--- config.mk ---
export PLATFORM = sky130hd
export DESIGN_NAME = exec_unit
export DESIGN_NICKNAME = d
export VERILOG_FILES = /design/src/rtl/exec_unit.sv
export SDC_FILE = /design/constraint.sdc
export NUM_CORES = 1
export LEC_CHECK = 0
export CELL_PAD_IN_SITES_DETAIL_PLACEMENT = 1
export CELL_PAD_IN_SITES_GLOBAL_PLACEMENT = 2
export CORE_AREA = 10 10 142 144
export DETAILED_ROUTE_END_ITERATION = 10
export DIE_AREA = 0 0 152 154
export PLACE_DENSITY = 0.84
export SLEW_MARGIN = 10
export SYNTH_ARGS = -nofsm -noshare
export SYNTH_HDL_FRONTEND = slang
export SYNTH_SLANG_ARGS = --single-unit
--- constraint.sdc ---
create_clock -name clk -period 3.4 [get_ports clk]
set_input_delay 0.51 -clock clk [delete_from_list [all_inputs] [get_ports clk]]
set_output_delay 0.51 -clock clk [all_outputs]
set_load 0.02 [all_outputs]
--- src/rtl/exec_unit.sv ---
// Multicycle execute/writeback stage in front of an 8x8 register file.
// Runs single-cycle ALU ops or an 8-iteration shift-add multiply, then writes back.
module exec_unit (
    input  logic        clk,
    input  logic        rst,
    input  logic        in_valid,
    input  logic [15:0] in_instr,
    output logic        in_ready,
    output logic [2:0]  read_addr1,
    output logic [2:0]  read_addr2,
    input  logic [7:0]  read_data1,
    input  logic [7:0]  read_data2,
    output logic        w_en,
    output logic [2:0]  write_addr,
    output logic [7:0]  write_data,
    output logic        done,
    output logic        illegal,
    output logic        flag_z,
    output logic        flag_c
);

    typedef enum logic [1:0] {IDLE, READ, MUL, WB} state_t;

    state_t      state_q, state_d;
    logic [15:0] instr_q, instr_d;
    logic [15:0] mcand_q, mcand_d;
    logic [7:0]  mplier_q, mplier_d;
    logic [15:0] acc_q, acc_d;
    logic [2:0]  cnt_q, cnt_d;
    logic [7:0]  result_q, result_d;
    logic        flag_z_q, flag_z_d;
    logic        flag_c_q, flag_c_d;
    logic        in_ready_q, in_ready_d;
    logic        done_q, done_d;
    logic        illegal_q, illegal_d;
    logic        w_en_q, w_en_d;

    logic [3:0]  op;
    logic [2:0]  rd;
    logic [8:0]  sum9;
    logic [7:0]  alu_res;
    logic        alu_c;
    logic [15:0] mul_acc;
    logic        enter_wb;
    logic        wb_c;
    logic        legal;

    assign op         = instr_q[15:12];
    assign rd         = instr_q[11:9];
    assign read_addr1 = instr_q[8:6];
    assign read_addr2 = instr_q[5:3];
    assign legal      = (op != 4'd0) && (op <= 4'd9);
    assign mul_acc    = acc_q + (mplier_q[0] ? mcand_q : 16'd0);

    always_comb begin
        sum9    = {1'b0, read_data1} + {1'b0, read_data2};
        alu_res = 8'd0;
        alu_c   = 1'b0;
        case (op)
            4'd1: begin
                alu_res = sum9[7:0];
                alu_c   = sum9[8];
            end
            4'd2: begin
                alu_res = read_data1 - read_data2;
                alu_c   = read_data1 < read_data2;
            end
            4'd3:    alu_res = read_data1 & read_data2;
            4'd4:    alu_res = read_data1 | read_data2;
            4'd5:    alu_res = read_data1 ^ read_data2;
            4'd6:    alu_res = read_data1 << read_data2[2:0];
            4'd7:    alu_res = read_data1 >> read_data2[2:0];
            4'd8:    alu_res = instr_q[7:0];
            default: alu_res = 8'd0;
        endcase
    end

    always_comb begin
        state_d   = state_q;
        instr_d   = instr_q;
        mcand_d   = mcand_q;
        mplier_d  = mplier_q;
        acc_d     = acc_q;
        cnt_d     = cnt_q;
        result_d  = result_q;
        flag_z_d  = flag_z_q;
        flag_c_d  = flag_c_q;
        done_d    = 1'b0;
        illegal_d = 1'b0;
        w_en_d    = 1'b0;
        enter_wb  = 1'b0;
        wb_c      = 1'b0;

        case (state_q)
            IDLE: begin
                if (in_valid) begin
                    instr_d = in_instr;
                    state_d = READ;
                end
            end
            READ: begin
                mcand_d  = {8'd0, read_data1};
                mplier_d = read_data2;
                if (op == 4'd9) begin
                    acc_d   = 16'd0;
                    cnt_d   = 3'd0;
                    state_d = MUL;
                end else begin
                    result_d = alu_res;
                    wb_c     = alu_c;
                    enter_wb = 1'b1;
                    state_d  = WB;
                end
            end
            MUL: begin
                acc_d    = mul_acc;
                mcand_d  = mcand_q << 1;
                mplier_d = mplier_q >> 1;
                cnt_d    = cnt_q + 3'd1;
                if (cnt_q == 3'd7) begin
                    result_d = mul_acc[7:0];
                    wb_c     = |mul_acc[15:8];
                    enter_wb = 1'b1;
                    state_d  = WB;
                end
            end
            WB: begin
                state_d = IDLE;
            end
            default: state_d = IDLE;
        endcase

        // Flags and strobes are loaded on entry to WB so they are visible during WB itself
        if (enter_wb) begin
            done_d    = 1'b1;
            illegal_d = op >= 4'd10;
            w_en_d    = legal && (rd != 3'd0);
            if (legal) begin
                flag_z_d = (result_d == 8'd0);
                flag_c_d = wb_c;
            end
        end

        in_ready_d = (state_d == IDLE);
    end

    always_ff @(posedge clk) begin
        if (rst) begin
            state_q    <= IDLE;
            instr_q    <= 16'd0;
            mcand_q    <= 16'd0;
            mplier_q   <= 8'd0;
            acc_q      <= 16'd0;
            cnt_q      <= 3'd0;
            result_q   <= 8'd0;
            flag_z_q   <= 1'b0;
            flag_c_q   <= 1'b0;
            in_ready_q <= 1'b1;
            done_q     <= 1'b0;
            illegal_q  <= 1'b0;
            w_en_q     <= 1'b0;
        end else begin
            state_q    <= state_d;
            instr_q    <= instr_d;
            mcand_q    <= mcand_d;
            mplier_q   <= mplier_d;
            acc_q      <= acc_d;
            cnt_q      <= cnt_d;
            result_q   <= result_d;
            flag_z_q   <= flag_z_d;
            flag_c_q   <= flag_c_d;
            in_ready_q <= in_ready_d;
            done_q     <= done_d;
            illegal_q  <= illegal_d;
            w_en_q     <= w_en_d;
        end
    end

    assign in_ready   = in_ready_q;
    assign done       = done_q;
    assign illegal    = illegal_q;
    assign w_en       = w_en_q;
    assign write_addr = rd;
    assign write_data = result_q;
    assign flag_z     = flag_z_q;
    assign flag_c     = flag_c_q;

endmodule

### Word level (Yosys, flattened, before mapping)

Cells that the tools add are included.

* $mul: 0
* eq/ne operators: 14
* divide/modulo/power cells: 0
* reduce and logical (&&, ||, !) cells: 13
* order comparisons: 3
* shifts and indexed selects: 2
* muxes and demuxes: 23
* bitwise operators: 4
* $add $sub $neg: 4

Operator list (number)
* 16-bit one-hot mux with 2 select lines: 2
* 8-bit one-hot mux with 8 select lines: 1
* 16-bit 2-to-1 mux: 2
* 8-bit one-hot mux with 2 select lines: 2
* 16-bit adder: 1
* 4-bit by 3-bit equality test with 1-bit output, second input constant: 4
* 8-bit 2-to-1 mux: 2
* 8-bit by 8-bit adder with 9-bit output: 1
* 8-bit AND: 1
* 4-bit by 2-bit equality test with 1-bit output, second input constant: 2
* 4-bit equality test, second input constant: 2
* 8-bit zero test: 1
* 8-bit < comparator: 1
* 8-bit bitwise OR: 1
* 2-bit one-hot mux with 4 select lines: 1
* 8-bit OR reduction: 1
* 8-bit by 3-bit << shifter with 8-bit output: 1
* 8-bit by 3-bit >> shifter with 8-bit output: 1
* 8-bit subtractor: 1
* 8-bit bitwise XOR: 1
* 1-bit 2-to-1 mux: 6
* 1-bit one-hot mux with 2 select lines: 3
* 3-bit one-hot mux with 2 select lines: 1
* 2-bit AND reduction: 3
* 17 further kinds: 21

* latch bits: 0
* RAM bits: 0
* memories: 0
* bits in registers: 75
* logic and storage cells: 76
* memory bits (read-only): 0
* input port bits: 35
* output and inout port bits: 23

### Longest topological paths before layout

* depth in word-level cells: 5
* gate-level depth with buffers: 12
* depth with buffers taken out: 12

### Least setup slack after synthesis

No wires, ideal clock.

* kind: input-to-reg
* start point: input read_data2[1]
* end point: register flag_z_q, in the netlist flag_z
* path slack: 461 ps
* stages: 11
* buffers on the path: 1
* arrival time: 2855 ps
* setup time: 84 ps
* path through: buf_2 -> inv_1 -> ha_1 -> a211oi_1 -> o21bai_1 -> a2111oi_0 -> a21oi_1 -> mux2i_1 -> o31ai_1 -> a41oi_2 -> o31ai_2

* longest elaborated chain between the ends: 5
* elaborated cells on any way between the ends: 11
* classes of those cells: 2 x add/sub; 2 x shift; 3 x mux; 3 x bitwise; 1 x reduce/logical

Ends and longest elaborated chain
* start, declared: RTL line 12 `input logic [7:0] read_data2,`
* 8-bit subtractor, or another cell as far along: RTL line 65 `alu_res = read_data1 - read_data2;`
* 8-bit one-hot mux with 8 select lines *: RTL line 59 `case (op)`
* 8-bit 2-to-1 mux *: RTL line 104 `if (op == 4'd9) begin`
* 8-bit one-hot mux with 2 select lines *: RTL line 94 `case (state_q)`
* 8-bit zero test *: RTL line 139 `flag_z_d = (result_d == 8'd0);`
* end signal, assigned: RTL line 170 `flag_z_q <= flag_z_d;`
* end, declared: RTL line 31 `logic flag_z_q, flag_z_d;`

Every way passes the cells marked *; elsewhere a longest branch is shown, timed or not.
A chain may end at the register's enable or synchronous reset.

### Final worst setup path

* start point: register mcand_q[0]
* end point: register flag_c_q, in the netlist flag_c

* longest elaborated chain between the ends: 5

Ends and longest elaborated chain
* start, declared: RTL line 26 `logic [15:0] mcand_q, mcand_d;`
* start signal, assigned: RTL line 165 `mcand_q <= mcand_d;`
* 16-bit 2-to-1 mux: RTL line 53 `assign mul_acc = acc_q + (mplier_q[0] ? mcand_q : 16'd0);`
* 16-bit adder: RTL line 53
* 8-bit OR reduction: RTL line 122 `wb_c = |mul_acc[15:8];`
* 1-bit 2-to-1 mux: RTL line 120 `if (cnt_q == 3'd7) begin`
* 1-bit one-hot mux with 2 select lines: RTL line 94
* end signal, assigned: RTL line 171 `flag_c_q <= flag_c_d;`
* end, declared: RTL line 32 `logic flag_c_q, flag_c_d;`

No other way between the ends.

==> reports/metrics.csv <==
stage,metric,value,unit
timing,Final min period,3.22,ns
drt,WL final,22.5,mm
worst_setup_path,CP Class,reg2reg,
pwr,Peak VDD IR,0.453,mV
drt,via count,5828,
final_layout,most frequent cells in the layout,"dfxtp_1, nand2_1, nor2_1",
logic_synthesis,sequential fraction of the synthesis area,0.253,
drt,1st-iter DRT viols,346,
worst_setup_path,Worst EP required,3.62,ns
worst_setup_path,Buf/Inv on CP,0,
drt,number of remaining DRC errors,0,
final_layout,post-route cell area,7210,µm²
timing,Clock Skews,0.00950,ns
die,row cnt,48,
timing,Tcrit/Tclk final,0.948,
die,I/O pin cnt,58,
logic_synthesis,Post-Syn Area per Cell,8.00,µm²
logic_synthesis,Async SR Flop Fraction,0,
pwr,pwr dens,579,nW/µm²
worst_setup_path,R2R cell count,11,
worst_setup_path,CP Capture Point,flag_c,
logic_synthesis,"Top FF cell, synth",dfxtp_1,
clocking,CTS tree,yes,
final_layout,Antenna Cells,0,
logic_synthesis,number of synthesized flops with an enable pin,0,
logic_synthesis,Yosys top cell area share,0.253,
worst_hold_path,worst hold path type,reg2reg,
worst_setup_path,crit path launch,mcand_q[0],
final_layout,area growth from synthesis to layout,21.6,%
timing,# setup viols final,0,
timing,highest clock rate,310,MHz
worst_setup_path,Startpoint Class,flip-flop,
worst_setup_path,Crit path depth,11,
drt,Via density,5.60,
die,Initial Utilization,0.345,
global_routing,grt total ovfl,0,
clocking,post-CTS setup buffer count,0,
global_routing,GRT Overall Usage,0.188,
worst_setup_path,Critical Path End Type,flip-flop,
drt,Wirelength per Cell,21.6,µm
timing,unrepaired setup endpoints after global routing,false,
worst_setup_path,family with the most delay on the worst path,simple AND/OR/NAND/NOR gates,
worst_setup_path,critical-path cell list,and2_1 -> ha_1 -> fa_1 -> a211oi_1 -> o21ai_1 -> a31oi_2 -> nor2b_1 -> xnor2_1 -> or4_1 -> nor4_1 -> a31oi_1,
placement,IO Port Bufs,57,
worst_setup_path,flop-to-flop setup slack,0.18,ns
global_routing,global-route wire length before repair,35.7,mm
logic_synthesis,synthesized netlist cell count,741,
clocking,worst-skew pair later-pin latency,0.35,ns
final_layout,"Core Util, Final",0.420,
worst_setup_path,Slowest Stage Delay on Critical Path,0.44,ns
clocking,Worst-path clk slew,0.07,ns
outcome,status,"finished, final reports clean",
logic_synthesis,"flops & latches, synth",75,
global_routing,vias in the first global route,6205,
die,die area,23400,µm²
clocking,root buffer selected by CTS,clkbuf_16,
clocking,CTS buffer count,9,
worst_setup_path,FF-to-FF End,flag_c,
final_layout,"most common cell after layout, fill and taps aside",dfxtp_1,
pwr,Leak,0.00280,µW
final_layout,Nets,895,
timing,final setup TNS,0,ns
final_layout,layout cells sized above 1,0.129,
worst_setup_path,crit path max fanout,3,
die,die height,154,µm
die,Core ar.,17200,µm²
run,Max Cap Viol,0,
logic_synthesis,Yosys cell types,82,
drt,Routed Antenna Nets,0,
logic_synthesis,YS warnings,0,
timing,Fin. Hold Viols,0,
timing,Pins Over Slew Limit,0,
clocking,"Hold-fix buffers, CTS",0,
clocking,Clock Path Buffers,2,
logic_synthesis,Synth Cell Area,5930,µm²
logic_synthesis,Post-Syn Nets,826,
clocking,H-tree levels,3,
placement,routability cong.,0.907,
logic_synthesis,Synth area leader,dfxtp_1,
timing,slew margin rel.,0.410,
clocking,clock sink count,75,
placement,detailed placer's ending HPWL,17.4,mm
placement,DP Area,6910,µm²
global_routing,initial antenna violation count,0,
drt,Detailed Routing Iterations Pass 1,4,
global_routing,largest net degree at the start of global routing,48,
die,chip width,152,µm
worst_setup_path,Crit Reg-Reg Startpoint,mcand_q[0],
logic_synthesis,"top cells by area, synth","dfxtp_1, ha_1, a21oi_1",
timing,Slew @ Worst Pin,0.885,ns
worst_setup_path,Crit-path slowest cell,fa_1,
worst_setup_path,CP Data Arrival Time,3.45,ns
repair_timing:
| action | 4_1_cts | 5_1_grt |
|---|---|---|
| gates resized for setup | 0 | 2 |
| endpoints found under the hold margin | 0 | 0 |
| setup endpoints to repair | 0 | 2 |
metrics by stage:
stage | hold slack (ns) | setup WS (ns) | instances | total power (µW)
2_1_floorplan | 0.433 | 0.461 | 741 | 2470
5_1_grt | 0.483 | 0.0272 | 1040 | 4460
4_1_cts | 0.460 | 0.182 | 1040 | 4210
3_5_place_dp | 0.452 | -0.164 | 1024 | 3210
6_report | 0.460 | 0.176 | 1040 | 4170
3_3_place_gp | 0.443 | -0.109 | 1024 | 3150
worst register-to-register path, delay by kind of cell (launching register included):
family                     cells  cell delay, ns
and+or+nand+nor                4            1.00
AOI/OAI and AO/OA              4            0.97
adders and majority gates      2            0.65
xor gates and xnor gates       1            0.12
DFF                            1            0.35
how the worst min path moves through the flow:
stage	start	endpoint	slack, ns	cells after the start
4_1_cts	instr_q[1]	instr_q[1]	0.46	2
3_3_place_gp	instr_q[1]	instr_q[1]	0.44	2
2_1_floorplan	instr_q[1]	instr_q[1]	0.43	2
3_5_place_dp	instr_q[1]	instr_q[1]	0.45	2
6_report	instr_q[1]	instr_q[1]	0.46	2
5_1_grt	instr_q[8]	instr_q[8]	0.48	2
metal layers:
layer	up-vias	routed length (µm)	part of all wire	track usage
met5	-	0	0	0
met1	2853	10700	0.48	0.245
met2	133	10300	0.46	0.305
met4	0	437	0.019	0.0573
met3	31	952	0.042	0.0354
li1	2811	-	-	-
cell type report:
| cell class | instances | area [µm²] |
|---|---|---|
| Fill cell | 2089 | 9970 |
| Multi-Input combinational cell | 572 | 4000 |
| Sequential cell | 75 | 1500 |
| Timing Repair Buffer | 112 | 978 |
| Tap cell | 225 | 282 |
| Clock buffer | 11 | 233 |
| Inverter | 40 | 150 |
| Clock inverter | 5 | 62.6 |
cells by family (layout without fill, tap and decap cells):
group           after synthesis  after routing  share of synthesized area
mux                          35             35                     0.0751
fa+ha+maj                    50             50                      0.109
compound gates              215            215                      0.255
xor+xnor                     13             13                     0.0192
flops                        75             75                      0.253
simple gates                259            259                      0.215
buf+inv                      94            168                     0.0730
sequential cells by signal, indices dropped and copies added (netlist names):
name	flops
mplier_q	8
flag_c	1
instr_q	16
state_q	2
done	1
w_en	1
flag_z	1
mcand_q	16
cnt_q	3
write_data	8
illegal	1
in_ready	1
acc_q	16
synthesized netlist by cell type, drive strengths merged (6+ instances only):
library cell,instances
inv,39
mux2i,25
nand2b,11
xnor2,8
a21oi,56
a31oi,10
o211ai,6
buf,25
dfxtp,75
mux4,7
nand2,75
a22oi,19
nor3,15
nor2b,15
nand3,16
clkbuf,29
ha,47
a221oi,7
o21ai,28
nor2,72
and2,22
a211oi,22
a22o,6
power by group:
part	leakage, µW	switching [µW]	internal, µW	total (µW)
combinational	0.00205	1200	751	1950
clock	0.000136	410	573	984
sequential	0.000611	168	1070	1240
Power figures use the tool's default switching activity.
